==> config.mk <==
export PLATFORM = sky130hd
export DESIGN_NAME = serial_pattern_tx
export DESIGN_NICKNAME = d
export VERILOG_FILES = /design/src/rtl/serial_pattern_tx.sv
export SDC_FILE = /design/constraint.sdc
export NUM_CORES = 1
export LEC_CHECK = 0
export ABC_AREA = 1
export CORE_MARGIN = 4
export CORE_UTILIZATION = 59
export DETAILED_ROUTE_END_ITERATION = 10
export GPL_TIMING_DRIVEN = 1
export PLACE_DENSITY = 0.8
export SYNTH_ARGS = -nofsm -noshare
export SYNTH_HDL_FRONTEND = slang
export SYNTH_SLANG_ARGS = --single-unit
==> constraint.sdc <==
create_clock -name Clock -period 3.03 [get_ports Clock]
set_input_delay 0.606 -clock Clock [delete_from_list [all_inputs] [get_ports Clock]]
set_output_delay 0.606 -clock Clock [all_outputs]
set_load 0.01 [all_outputs]
==> src/rtl/serial_pattern_tx.sv <==
// Serial pattern transmitter: shifts a latched WIDTH-bit pattern out MSB-first,
// repeating it Repeat+1 times with optional idle gaps between frames.
module serial_pattern_tx #(
    parameter int WIDTH = 8,
    parameter int CNT_W = 4
) (
    input  logic             Clock,
    input  logic             Reset,
    input  logic             Start,
    input  logic             Abort,
    input  logic [WIDTH-1:0] Pattern,
    input  logic [CNT_W-1:0] Repeat,
    input  logic [CNT_W-1:0] GapCycles,
    output logic             DataOut,
    output logic             DataValid,
    output logic             FrameStart,
    output logic             Busy,
    output logic             Done
);

    localparam int BW = $clog2(WIDTH);
    localparam logic [BW-1:0] LAST_BIT = BW'(WIDTH - 1);

    typedef enum logic [1:0] {IDLE, SHIFT, GAP, DONE} state_t;

    state_t           state;
    logic [CNT_W-1:0] frame_cnt;
    logic [CNT_W-1:0] gap_rld;
    logic [CNT_W-1:0] gap_cnt;
    logic [BW-1:0]    bit_cnt;
    logic [WIDTH-1:0] shreg;
    logic [WIDTH-1:0] pat_q;

    logic last_bit;
    logic start_go;
    logic shift_go;
    logic reload_go;

    always_comb begin
        last_bit  = (bit_cnt == LAST_BIT);
        start_go  = (state == IDLE) && Start && !Abort;
        shift_go  = (state == SHIFT) && !Abort && !last_bit;
        reload_go = !Abort &&
                    (((state == SHIFT) && last_bit && (frame_cnt != '0) && (gap_rld == '0)) ||
                     ((state == GAP) && (gap_cnt == CNT_W'(1))));
    end

    // shreg holds the bits still to be sent; the MSB already sits in DataOut
    always_ff @(posedge Clock) begin
        if (start_go) begin
            pat_q <= Pattern;
            shreg <= {Pattern[WIDTH-2:0], 1'b0};
        end else if (reload_go) begin
            shreg <= {pat_q[WIDTH-2:0], 1'b0};
        end else if (shift_go) begin
            shreg <= {shreg[WIDTH-2:0], 1'b0};
        end
    end

    always_ff @(posedge Clock or negedge Reset) begin
        if (!Reset) begin
            state      <= IDLE;
            frame_cnt  <= '0;
            gap_rld    <= '0;
            gap_cnt    <= '0;
            bit_cnt    <= '0;
            DataOut    <= 1'b0;
            DataValid  <= 1'b0;
            FrameStart <= 1'b0;
            Busy       <= 1'b0;
            Done       <= 1'b0;
        end else begin
            Done       <= 1'b0;
            FrameStart <= 1'b0;
            if (Abort && (state != IDLE)) begin
                state     <= IDLE;
                frame_cnt <= '0;
                gap_rld   <= '0;
                gap_cnt   <= '0;
                bit_cnt   <= '0;
                DataOut   <= 1'b0;
                DataValid <= 1'b0;
                Busy      <= 1'b0;
            end else begin
                case (state)
                    IDLE: begin
                        if (start_go) begin
                            state      <= SHIFT;
                            frame_cnt  <= Repeat;
                            gap_rld    <= GapCycles;
                            bit_cnt    <= '0;
                            DataOut    <= Pattern[WIDTH-1];
                            DataValid  <= 1'b1;
                            FrameStart <= 1'b1;
                            Busy       <= 1'b1;
                        end
                    end
                    SHIFT: begin
                        if (!last_bit) begin
                            bit_cnt <= bit_cnt + 1'b1;
                            DataOut <= shreg[WIDTH-1];
                        end else if (frame_cnt == '0) begin
                            state     <= DONE;
                            bit_cnt   <= '0;
                            DataOut   <= 1'b0;
                            DataValid <= 1'b0;
                            Done      <= 1'b1;
                        end else begin
                            frame_cnt <= frame_cnt - 1'b1;
                            bit_cnt   <= '0;
                            if (gap_rld == '0) begin
                                DataOut    <= pat_q[WIDTH-1];
                                FrameStart <= 1'b1;
                            end else begin
                                state     <= GAP;
                                gap_cnt   <= gap_rld;
                                DataOut   <= 1'b0;
                                DataValid <= 1'b0;
                            end
                        end
                    end
                    GAP: begin
                        // gap_cnt counts the gap cycles still visible including this one
                        if (gap_cnt == CNT_W'(1)) begin
                            state      <= SHIFT;
                            gap_cnt    <= '0;
                            DataOut    <= pat_q[WIDTH-1];
                            DataValid  <= 1'b1;
                            FrameStart <= 1'b1;
                        end else begin
                            gap_cnt <= gap_cnt - 1'b1;
                        end
                    end
                    DONE: begin
                        state <= IDLE;
                        Busy  <= 1'b0;
                    end
                    default: begin
                        state     <= IDLE;
                        DataOut   <= 1'b0;
                        DataValid <= 1'b0;
                        Busy      <= 1'b0;
                    end
                endcase
            end
        end
    end

endmodule

### Yosys cells after proc, flatten, opt, wreduce, memory -nomap -nowiden

Index checks and enable logic that the tools add are counted.

* register bits after elaboration: 37
* input bits: 20
* output and inout bits: 5
* logic and storage cells: 114

* add/sub/neg operators: 3
* equality and inequality tests: 11
* multiplexer cells: 55
* reduce and logical (&&, ||, !) cells: 33

Operators with widths (count)
* $mux 4: 12
* $mux 8: 3
* $mux 1: 23
* $pmux 4 s2: 2
* $mux 2: 6
* $reduce_and 4->1: 3
* $reduce_bool 3->1: 4
* $logic_and 1x1->1: 10
* $mux 3: 3
* $ne 3x2->1 const B: 3
* $pmux 1 s3: 3
* $logic_not 4->1: 2
* $pmux 2 s4: 1
* $reduce_bool 4->1: 2
* $sub 4x1->4 const B: 2
* $pmux 3 s2: 1
* $reduce_and 2->1: 3
* $reduce_bool 2->1: 3
* $reduce_and 5->1: 1
* $eq 2x2->1 const B: 2
* $eq 4x1->1 const B: 1
* $ne 4x2->1 const B: 1
* $add 3x1->3 const B: 1
* $eq 3x3->1 const B: 1
* 8 further kinds: 9

### Longest topological paths before layout

Gate-level depths: netlist of the first run.

* word-level depth: 8
* depth in mapped cells: 12
* gate-level depth less buffers: 12

### Worst setup path before layout of the first run

OpenSTA, ideal clock, no wires.

* path type: reg2reg
* start point: register state[1]
* end point: register shreg[1], enable pin
* setup time: 374 ps
* arrival time: 1676 ps
* data required time: 2656 ps
* setup slack: 980 ps
* cell stages (with the launch flop): 10
* path buffers: 1
* clock period less this slack: 2050 ps
* cell sequence: dfrtp_1 -> inv_1 -> ha_1 -> buf_2 -> nand2_1 -> inv_1 -> nand2_1 -> o21ai_2 -> nand2_1 -> o211ai_1

* word-level cells in the longest chain between the ends: 7
* elaborated cells on any way between the ends: 14
* classes of those cells: eq/ne: 2; reduce/logical: 12

Ends and longest elaborated chain
* start, declared: line 26 `state_t state;`
* start signal, assigned: line 62 `state <= IDLE;`
* start signal, assigned: line 76 `state <= IDLE;`
* start signal, assigned: line 88 `state <= SHIFT;`
* $eq 2x1->1: line 42, 44
* $logic_and 1x1->1 (3 in a row): line 44 `(((state == SHIFT) && last_bit && (frame_cnt != '0) && (gap_rld == '0)) ||`
* $logic_or 1x1->1: line 44
* $logic_and 1x1->1: line 43 `reload_go = !Abort &&`
* $reduce_bool 3->1 (no line) (*)
* end signal, assigned: line 52 `shreg <= {Pattern[WIDTH-2:0], 1'b0};`
* end signal, assigned: line 54 `shreg <= {pat_q[WIDTH-2:0], 1'b0};`
* end signal, assigned: line 56 `shreg <= {shreg[WIDTH-2:0], 1'b0};`
* end, declared: line 31 `logic [WIDTH-1:0] shreg;`

Every way passes the cells marked *; elsewhere a longest branch is shown, timed or not.
A chain may end at the register's enable or synchronous reset.

### Worst setup path in the final report of the first run

* start point: register state[1]
* end point: register gap_cnt[3]

* word-level cells in the longest chain between the ends: 4
* elaborated cells on any way between the ends: 11
* classes of those cells: eq/ne: 5; mux: 2; reduce/logical: 4

Ends and longest elaborated chain
* $reduce_bool 2->1: line 75 `if (Abort && (state != IDLE)) begin`
* $logic_and 1x1->1: line 75
* $ne 3x2->1 (no line) (tied with other cells)
* $reduce_and 4->1 (no line)
* end signal, assigned: line 116 `gap_cnt <= gap_rld;`
* end signal, assigned: line 131 `gap_cnt <= gap_cnt - 1'b1;`
* end, declared: line 29 `logic [CNT_W-1:0] gap_cnt;`

Several ways; a longest one is shown, not always the timed one.

==> out/summary.txt, run 1 <==
Die Span X = 67.35 µm
hold_buf cts = 0
DR iter-0 viols = 118
die height = 67.35 µm
clock skew = 0.01184 ns
Mean Syn Cell Area = 8.247 µm²
crit start category = flop
CTS root buf = clkbuf_4
cell count after placement = 321
Worst Setup SP = state[1]$_DFFE_PN0P_
TNS Setup = 0 ns
Cell variety after synth = 30
Max VDD drop = 0.5058 mV
top-count cell post-synth = nand2_1
Placement Setup Slack = 0.6304 ns
largest net degree at the start of global routing = 23
CTS sink cnt = 37
WP data arrival = 2.49 ns
DR pass1 iterations = 4
CP endpoint kind = flop
gr usage total = 21.11%
CP bufs+invs = 3
Commonest cells post-synth = nand2_1, inv_1, nand3_1, dfrtp_1, o21ai_0
TritonCTS clock tree = done
Setup Buffers After CTS = 0
post-synthesis sequential area ratio = 48.16%
RSZ-0062 raised after global routing = no
final period utilization = 74.82%
hold slack = 0.4924 ns
grt ovf = 0
Worst Tran Pin Value = 0.7576 ns
routability cong. = 0.8121
min-delay src = DataValid$_DFFE_PN0P_
Initial Util = 61.79%
Core ar. = 3363 µm²
Die Footprint = 4536 µm²
Post-synth top flop = dfrtp_1
cts bufs inserted = 5
r2r startpoint = state[1]$_DFFE_PN0P_
FILL cells = 290
Routed Antenna Nets = 0
top cell type's share of synthesized area = 26.49%
Hold WC Path Type = reg -> reg
htree depth = 2
Async S/R FF share, synth = 59.46%
first-pass GRT wire length = 7.245 mm
post-cts resize count = 0
status = finished clean
WL final = 4.317 mm
number of nets in the layout = 314
CP peak stage delay = 0.45 ns
number of vias per cell = 5.401
clock-pin slew of the registers on the worst-case setup and hold paths = 0.11 ns
Synth Register Bits = 37
Synth Cell Area = 2078 µm²
fmax = 0.4411 GHz
Top delay family on crit path = simple AND/OR/NAND/NOR gates
HPWL after DPL = 3.289 mm
I/O pin cnt = 25
Mapped Nets = 284
via count = 1777
layout cells sized above 1 = 8.834%
routed wire length per instance = 13.12 µm
IO buf count = 24
PnR worst setup slack = 0.7631 ns
clk_lat worst skew = 0.34 ns
CP Data Required Time = 3.25 ns
initial antenna violation count = 0
Longest Clk Path Bufs = 2
max_cap viols = 0
Area growth syn-to-layout = 18.30%
slowest cell on the critical path = dfrtp_1
number of synthesized flops with an enable pin = 15
Worst Path Class, Setup = reg -> reg
Synth Instances = 252
Final Non-Filler Cells = 329
number of remaining DRC errors = 0
Leakage Power = 1.169 nW
Yosys warning total = 0
ant diodes = 0
top fanout value on the critical path = 15
Cell Chain, Critical Path = inv_1, ha_1, inv_1, nand2_1, nand4_1, nand2_2, inv_2, nand2_2, nor2_1, nand2_1, nand2_1
cell row count = 21
CP most frequent cell = nand2_1
largest area contributor in the netlist = dfrtp_1
fin crit period = 2.267 ns
pwr dens = 888.8 nW/µm²
Hold Vio Cnt, Final = 0
vias in the first global route = 1649
relative slew slack = 49.27%
fin. max-slew vios = 0
leading post-synthesis cells by cell area = dfrtp_1, edfxtp_1, nand2_1
Final Setup Violations = 0
[sequential cells by signal, summed over array words and instances, names as in the netlist, 2 cells and up]
register	cells
pat_q	8
shreg	7
frame_cnt	4
gap_cnt	4
gap_rld	4
bit_cnt	3
state	2
[cells by family after synthesis]
logic type | Yosys count | share of synthesized area [%]
AND/OR/NAND/NOR | 121 | 25.89
flip-flops | 37 | 48.16
buffers and inverters | 44 | 8.128
AO/OA/AOI/OAI | 36 | 9.754
adder cells (fa/ha/maj) | 12 | 7.224
XOR/XNOR | 2 | 0.8430
[where the power goes]
part / switching, mW / internal, mW / leakage (nW) / total, mW
logic: 0.683 / 0.395 / 0.700 / 1.08
registers: 0.0848 / 0.692 / 0.429 / 0.777
clock network: 0.159 / 0.172 / 0.0399 / 0.331
[final timing paths]
path	end	slack (ns)	cells past startpoint
worst min register to register	DataValid$_DFFE_PN0P_	0.49	2
worst min-delay path	DataValid$_DFFE_PN0P_	0.49	2
min in group asynchronous	gap_rld[3]$_DFFE_PN0P_	0.60	2
worst max register to register	gap_cnt[3]$_DFFE_PN0P_	0.76	11
worst max-delay path	gap_cnt[3]$_DFFE_PN0P_	0.76	11
max in group asynchronous	gap_cnt[2]$_DFFE_PN0P_	2.19	2
[worst reg2reg max path: stages (launching register included)]
cell and delay, ns:
dfrtp_1 0.45, inv_1 0.15, ha_1 0.37, inv_1 0.07, nand2_1 0.37, nand4_1 0.25
nand2_2 0.18, inv_2 0.05, nand2_2 0.09, nor2_1 0.06, nand2_1 0.07, nand2_1 0.05
[metrics by stage]
stage	power [mW]	cell area (µm²)	utilization, %
2_1_floorplan	1.571	2078	-
3_3_place_gp	1.819	2384	70.87
3_5_place_dp	1.858	2384	70.87
4_1_cts	2.189	2459	73.10
5_1_grt	2.380	2459	73.10
6_report	2.185	2459	73.10
[cell type report]
type                       instances  area [µm²]  share of cell area, %
sequential                        37        1001                  40.71
clock buffer                       6       41.29                  1.679
multi-input combinational        171       908.4                  36.95
clock inverter                     2       33.78                  1.374
timing repair buffer              28       270.3                  10.99
inverter                          39       146.4                  5.954
tap                               46       57.56                  2.341
[per-layer routing]
| layer | global-route usage (%) | share of wire [%] |
|---|---|---|
| met1 | 29.31 | 47 |
| met2 | 33.25 | 47 |
| met3 | 4.493 | 5.0 |
| met4 | 6.329 | 1.4 |
| met5 | 0 | 0 |
[cell usage in the layout (no fill, tap or decap), drive strengths merged]
master,count
nor3,1
xnor2,2
a211oi,1
o22ai,2
a21o,1
nor2,14
nand4,6
buf,4
nand2,75
dfrtp,22
edfxtp,15
o31ai,1
o31a,1
inv,38
clkdlybuf4s50,24
clkbuf,6
clkinv,2
a31oi,2
ha,12
o21ai,25
nand3,24
or2,1
a21oi,2
bufinv,1
o211ai,1
Note: power is estimated with default switching activity, not from simulation.
==> inputs of run 2 (changes only) <==
--- a/config.mk
+++ b/config.mk
@@ -7,10 +7,10 @@
 export LEC_CHECK = 0
 export ABC_AREA = 1
 export CORE_MARGIN = 4
-export CORE_UTILIZATION = 59
+export CORE_UTILIZATION = 50
 export DETAILED_ROUTE_END_ITERATION = 10
 export GPL_TIMING_DRIVEN = 1
-export PLACE_DENSITY = 0.8
+export PLACE_DENSITY = 0.72
 export SYNTH_ARGS = -nofsm -noshare
 export SYNTH_HDL_FRONTEND = slang
 export SYNTH_SLANG_ARGS = --single-unit
==> constraint.sdc (replaced) <==
create_clock -name Clock -period 2 [get_ports Clock]
set_input_delay 0.4 -clock Clock [delete_from_list [all_inputs] [get_ports Clock]]
set_output_delay 0.4 -clock Clock [all_outputs]
set_load 0.01 [all_outputs]
==> out/summary.txt, run 2 (same netlist as run 1, synthesis figures left out) <==
I/O pin cnt = 25
Top delay family on crit path = simple AND/OR/NAND/NOR gates
Initial Util = 51.95%
Worst Reg-to-Reg Cells = 11
grt ovf = 0
number of flip-flops in the largest register = 8
FILL cells = 345
post-route design area = 2611 µm²
WP data arrival = 1.97 ns
clock skew = 0.004871 ns
CP Data Required Time = 2.17 ns
largest net degree at the start of global routing = 23
fin. max-slew vios = 0
number of nets in the layout = 327
crit start category = flop
Worst Tran Pin Value = 0.2811 ns
number of vias per cell = 5.012
routed wire length per instance = 12.21 µm
r2r startpoint = state[1]$_DFFE_PN0P_
Hold Vio Cnt, Final = 0
DR pass1 iterations = 5
most frequent cells in the layout = nand2_1, inv_1, nand3_1, clkdlybuf4s50_1, dfrtp_1
Setup Buffers After CTS = 0
IO buf count = 24
Leakage Power = 1.242 nW
HPWL after DPL = 3.151 mm
routability cong. = 0.8725
status = finished clean
number of remaining DRC errors = 0
Area growth syn-to-layout = 25.65%
Levels on crit path = 11
worst reg-to-reg setup slack = 0.19 ns
Register Area = 1001 µm²
cts bufs inserted = 5
Largest regs = pat_q x8, shreg x7
die height = 72.47 µm
htree depth = 2
Worst Setup SP = state[1]$_DFFE_PN0P_
via count = 1734
TritonCTS clock tree = done
hold slack = 0.4647 ns
Routed Antenna Nets = 0
Top reg by flops = pat_q
Final Setup Violations = 0
clk_lat worst skew = 0.29 ns
layout cells sized above 1 = 14.19%
final core occ = 65.28%
Cell Chain, Critical Path = inv_1, ha_2, inv_1, nand2_1, nand4_1, nand2_2, inv_2, nand2_2, inv_2, nand2_1, o21ai_1
top fanout value on the critical path = 8
Core ar. = 4000 µm²
max_cap viols = 0
Die Footprint = 5252 µm²
WL final = 4.223 mm
vias in the first global route = 1597
R2R Path End = gap_cnt[1]$_DFFE_PN0P_
relative slew slack = 81.26%
CP peak stage delay = 0.38 ns
cell row count = 23
ant diodes = 0
RSZ-0062 raised after global routing = no
clock-pin slew of the registers on the worst-case setup and hold paths = 0.08 ns
DR iter-0 viols = 100
CP bufs+invs = 4
total power = 3.563 mW
gr usage total = 17.12%
pwr dens = 1364 nW/µm²
CP Capture Point = gap_cnt[1]$_DFFE_PN0P_
hold_buf cts = 0
Multi-input gate area = 923.4 µm²
initial antenna violation count = 0
slowest cell on the critical path = dfrtp_1
fmax = 0.5538 GHz
DP Area = 2496 µm²
CP endpoint kind = flop
CTS root buf = clkbuf_8
Die Span X = 72.47 µm
CTS sink cnt = 37
Worst Path Class, Setup = reg -> reg
first-pass GRT wire length = 6.962 mm
Max VDD drop = 0.7028 mV
Longest Clk Path Bufs = 2
most common cell after layout, fill and taps aside = nand2_1
post-cts resize count = 0
final period utilization = 90.29%
fin crit period = 1.806 ns
Hold WC Path Type = in -> async
TNS Setup = 0 ns
==> run 2: cell types whose count changed in the layout (fill, tap and decap cells not counted), sizes merged <==
cell / change
buf: +13
clkbuf: -1
clkinvlp: +1
==> run 2: worst min-delay path by stage <==
stage | start | endpoint | slack (ns) | cells past startpoint
after CTS | Reset | bit_cnt[0]$_DFFE_PN0P_ | 0.46 | 2
after global routing | Reset | Busy$_DFFE_PN0P_ | 0.47 | 2
after floorplan | Reset | Busy$_DFFE_PN0P_ | 0.10 | 0
after detailed placement | DataValid$_DFFE_PN0P_ | DataValid$_DFFE_PN0P_ | 0.47 | 2
final | Reset | gap_cnt[0]$_DFFE_PN0P_ | 0.46 | 2
after global placement | DataValid$_DFFE_PN0P_ | DataValid$_DFFE_PN0P_ | 0.46 | 2
==> run 2: final cells by class <==
class	instances	area share (%)
Tap cell	50	2.396
Multi-Input combinational cell	171	35.36
Inverter	39	5.606
Timing Repair Buffer	41	14.09
Sequential cell	37	38.33
Clock inverter	3	1.581
Clock buffer	5	2.635
==> run 2: per-stage QoR <==
| stage | std cells | setup WS (ns) |
|---|---|---|
| after global placement | 338 | 0.08608 |
| after floorplan | 252 | 0.04034 |
| after global routing | 346 | 0.0005307 |
| after CTS | 346 | 0.1665 |
| final | 346 | 0.1942 |
| after detailed placement | 338 | 0.04478 |
==> run 2: layer usage <==
metal | part of all wire (%) | wire length [µm] | vias up | track usage (%)
met5 | 0 | 0 | - | 0
met4 | 0.83 | 35 | 0 | 5.533
met3 | 4.5 | 188 | 4 | 4.155
met2 | 47 | 1970 | 40 | 27.60
met1 | 48 | 2029 | 785 | 22.78
li1 | - | - | 905 | -
==> run 2: power breakdown <==
part           internal, mW  switching [mW]
Sequential             1.05           0.107
Combinational         0.707            1.06
Clock                 0.367           0.272
Total                  2.12            1.44
==> inputs of run 3 (changes only) <==
==> constraint.sdc (replaced) <==
create_clock -name Clock -period 1.6 [get_ports Clock]
set_input_delay 0.32 -clock Clock [delete_from_list [all_inputs] [get_ports Clock]]
set_output_delay 0.32 -clock Clock [all_outputs]
set_load 0.01 [all_outputs]
==> out/summary.txt, run 3 (same netlist as run 1, synthesis figures left out) <==
largest net degree at the start of global routing = 23
CP most frequent cell = buf_4
HPWL after DPL = 3.445 mm
IO buf count = 24
Die Footprint = 5252 µm²
hold slack = 0.3721 ns
I/O pin cnt = 25
CP Data Required Time = 1.60 ns
Core ar. = 4000 µm²
Initial Util = 51.95%
total power = 5.437 mW
number of flip-flops in the largest register = 8
die height = 72.47 µm
Final Setup Violations = 26
number of remaining DRC errors = 0
CP peak stage delay = 0.41 ns
WL final = 5.223 mm
clock power share = 14.6%
first-pass GRT wire length = 7.969 mm
status = finished with violations
clock skew = 0.007005 ns
WP data arrival = 1.73 ns
ant diodes = 0
CP endpoint kind = flop
max_cap viols = 0
vias in the first global route = 1803
final core occ = 75.04%
DR iter-0 viols = 147
Longest Clk Path Bufs = 2
Leakage Power = 1.411 nW
fin crit period = 1.728 ns
Gate power share = 58.4%
most common cell after layout, fill and taps aside = nand2_1
CTS root buf = clkbuf_8
cts bufs inserted = 5
hold_buf cts = 0
Hold Vio Cnt, Final = 0
final period utilization = 108.0%
layout cells sized above 1 = 29.63%
number of vias per cell = 5.195
slowest cell on the critical path = dfrtp_1
top fanout value on the critical path = 7
relative slew slack = 79.64%
clk_lat worst skew = 0.29 ns
RSZ-0062 raised after global routing = yes
PnR worst setup slack = -0.1280 ns
gr usage total = 19.79%
sequential power share = 26.9%
TNS Setup = -1.701 ns
grt ovf = 0
fin. max-slew vios = 0
Die Span X = 72.47 µm
routed wire length per instance = 13.97 µm
clock-pin slew of the registers on the worst-case setup and hold paths = 0.08 ns
Worst Tran Pin Value = 0.3044 ns
Worst Reg-to-Reg Cells = 7
via count = 1943
most frequent cells in the layout = nand2_1, buf_4, inv_1
fmax = 0.5787 GHz
Hold WC Path Type = in -> async
TritonCTS clock tree = done
Max VDD drop = 1.137 mV
Top reg by flops = pat_q
internal power = 3.184 mW
routability cong. = 0.8660
number of nets in the layout = 355
crit start category = flop
failing checks = setup timing
CTS sink cnt = 37
Routed Antenna Nets = 0
Switching Share = 41.43%
Worst Path Class, Setup = reg -> reg
initial antenna violation count = 0
htree depth = 2
DR pass1 iterations = 4
sw power = 2.252 mW
Area growth syn-to-layout = 44.43%
cell row count = 23
pwr dens = 1811 nW/µm²
Cell Chain, Critical Path = ha_2, ha_4, inv_1, nand2_2, buf_4, o211ai_1, buf_4
Largest regs = pat_q x8, shreg x7
==> run 3: cell count changes in the layout (fill, tap and decap cells not counted), moves of 3 or more <==
cell     delta
nor2_4      +4
nand2_1     -7
buf_6       +7
o21ai_1     +3
inv_1       -3
o21ai_0     -5
buf_4      +21
nand3_2     +6
nor2_1      -5
ha_4        +3
nand3_1     -6
nand2_4     +5
==> run 3: metrics by stage <==
step / area (µm²) / worst slack, ns / std cells
floorplan: 2112 / -0.3097 / 252
global placement: 2679 / -0.1929 / 360
detailed placement: 2679 / -0.2318 / 360
CTS: 2831 / -0.09802 / 369
global route: 3002 / -0.1997 / 374
finish: 3002 / -0.1280 / 374
==> run 3: final cells by class <==
| type | instances | area [µm²] |
|---|---|---|
| clock inverters | 2 | 33.78 |
| repair buffers | 69 | 604.3 |
| clock buffers | 6 | 72.57 |
| flip-flops and latches | 37 | 1001 |
| fillers | 277 | 998.5 |
| inverters | 39 | 151.4 |
| multi-input cells | 171 | 1076 |
| well taps | 50 | 62.56 |
==> run 3: per-layer routing <==
layer | routed length [µm] | part of all wire (%) | vias to the layer above | global-route usage [%]
met5 | 0 | 0 | - | 0
met2 | 2642 | 51 | 54 | 32.66
li1 | - | - | 962 | -
met1 | 2204 | 42 | 917 | 25.65
met3 | 263 | 5.0 | 10 | 4.155
met4 | 112 | 2.1 | 0 | 7.377
==> run 3: final timing paths <==
| check | start | endpoint | slack (ns) |
|---|---|---|---|
| worst max-delay path | bit_cnt[0]$_DFFE_PN0P_ | shreg[7]$_DFFE_PP_ | -0.13 |
| worst min-delay path | Reset | gap_rld[1]$_DFFE_PN0P_ | 0.37 |
| worst max register to register | bit_cnt[0]$_DFFE_PN0P_ | shreg[7]$_DFFE_PP_ | -0.13 |
| min in group Clock | Busy$_DFFE_PN0P_ | Busy$_DFFE_PN0P_ | 0.51 |
| worst min register to register | Busy$_DFFE_PN0P_ | Busy$_DFFE_PN0P_ | 0.51 |
| max in group asynchronous | Reset | FrameStart$_DFF_PN0_ | 0.99 |
==> run 3: repair_timing <==
item / 4_1_cts / 5_1_grt
gates resized for setup: 10 / 40
setup buffers: 1 / 5
pin swaps: 8 / 15
setup endpoints to repair: 26 / 30
==> run 3: worst max-delay path: cells and delay by family, from the launching register on <==
kind / cells / cell delay [ns]
adder cells (fa/ha/maj): 2 / 0.36
flip-flops: 1 / 0.41
buffers and inverters: 3 / 0.41
AO/OA/AOI/OAI: 1 / 0.16
AND/OR/NAND/NOR: 1 / 0.08
==> run 3: power by group through the flow <==
stage | Clock [mW] | Sequential, mW | Combinational, mW
final | 0.796 | 1.46 | 3.18
after global routing | 0.851 | 1.49 | 3.48
after CTS | 0.811 | 1.45 | 2.62
after detailed placement | 0 | 1.47 | 2.53
after global placement | 0 | 1.46 | 2.48
after floorplan | 0 | 1.47 | 1.56
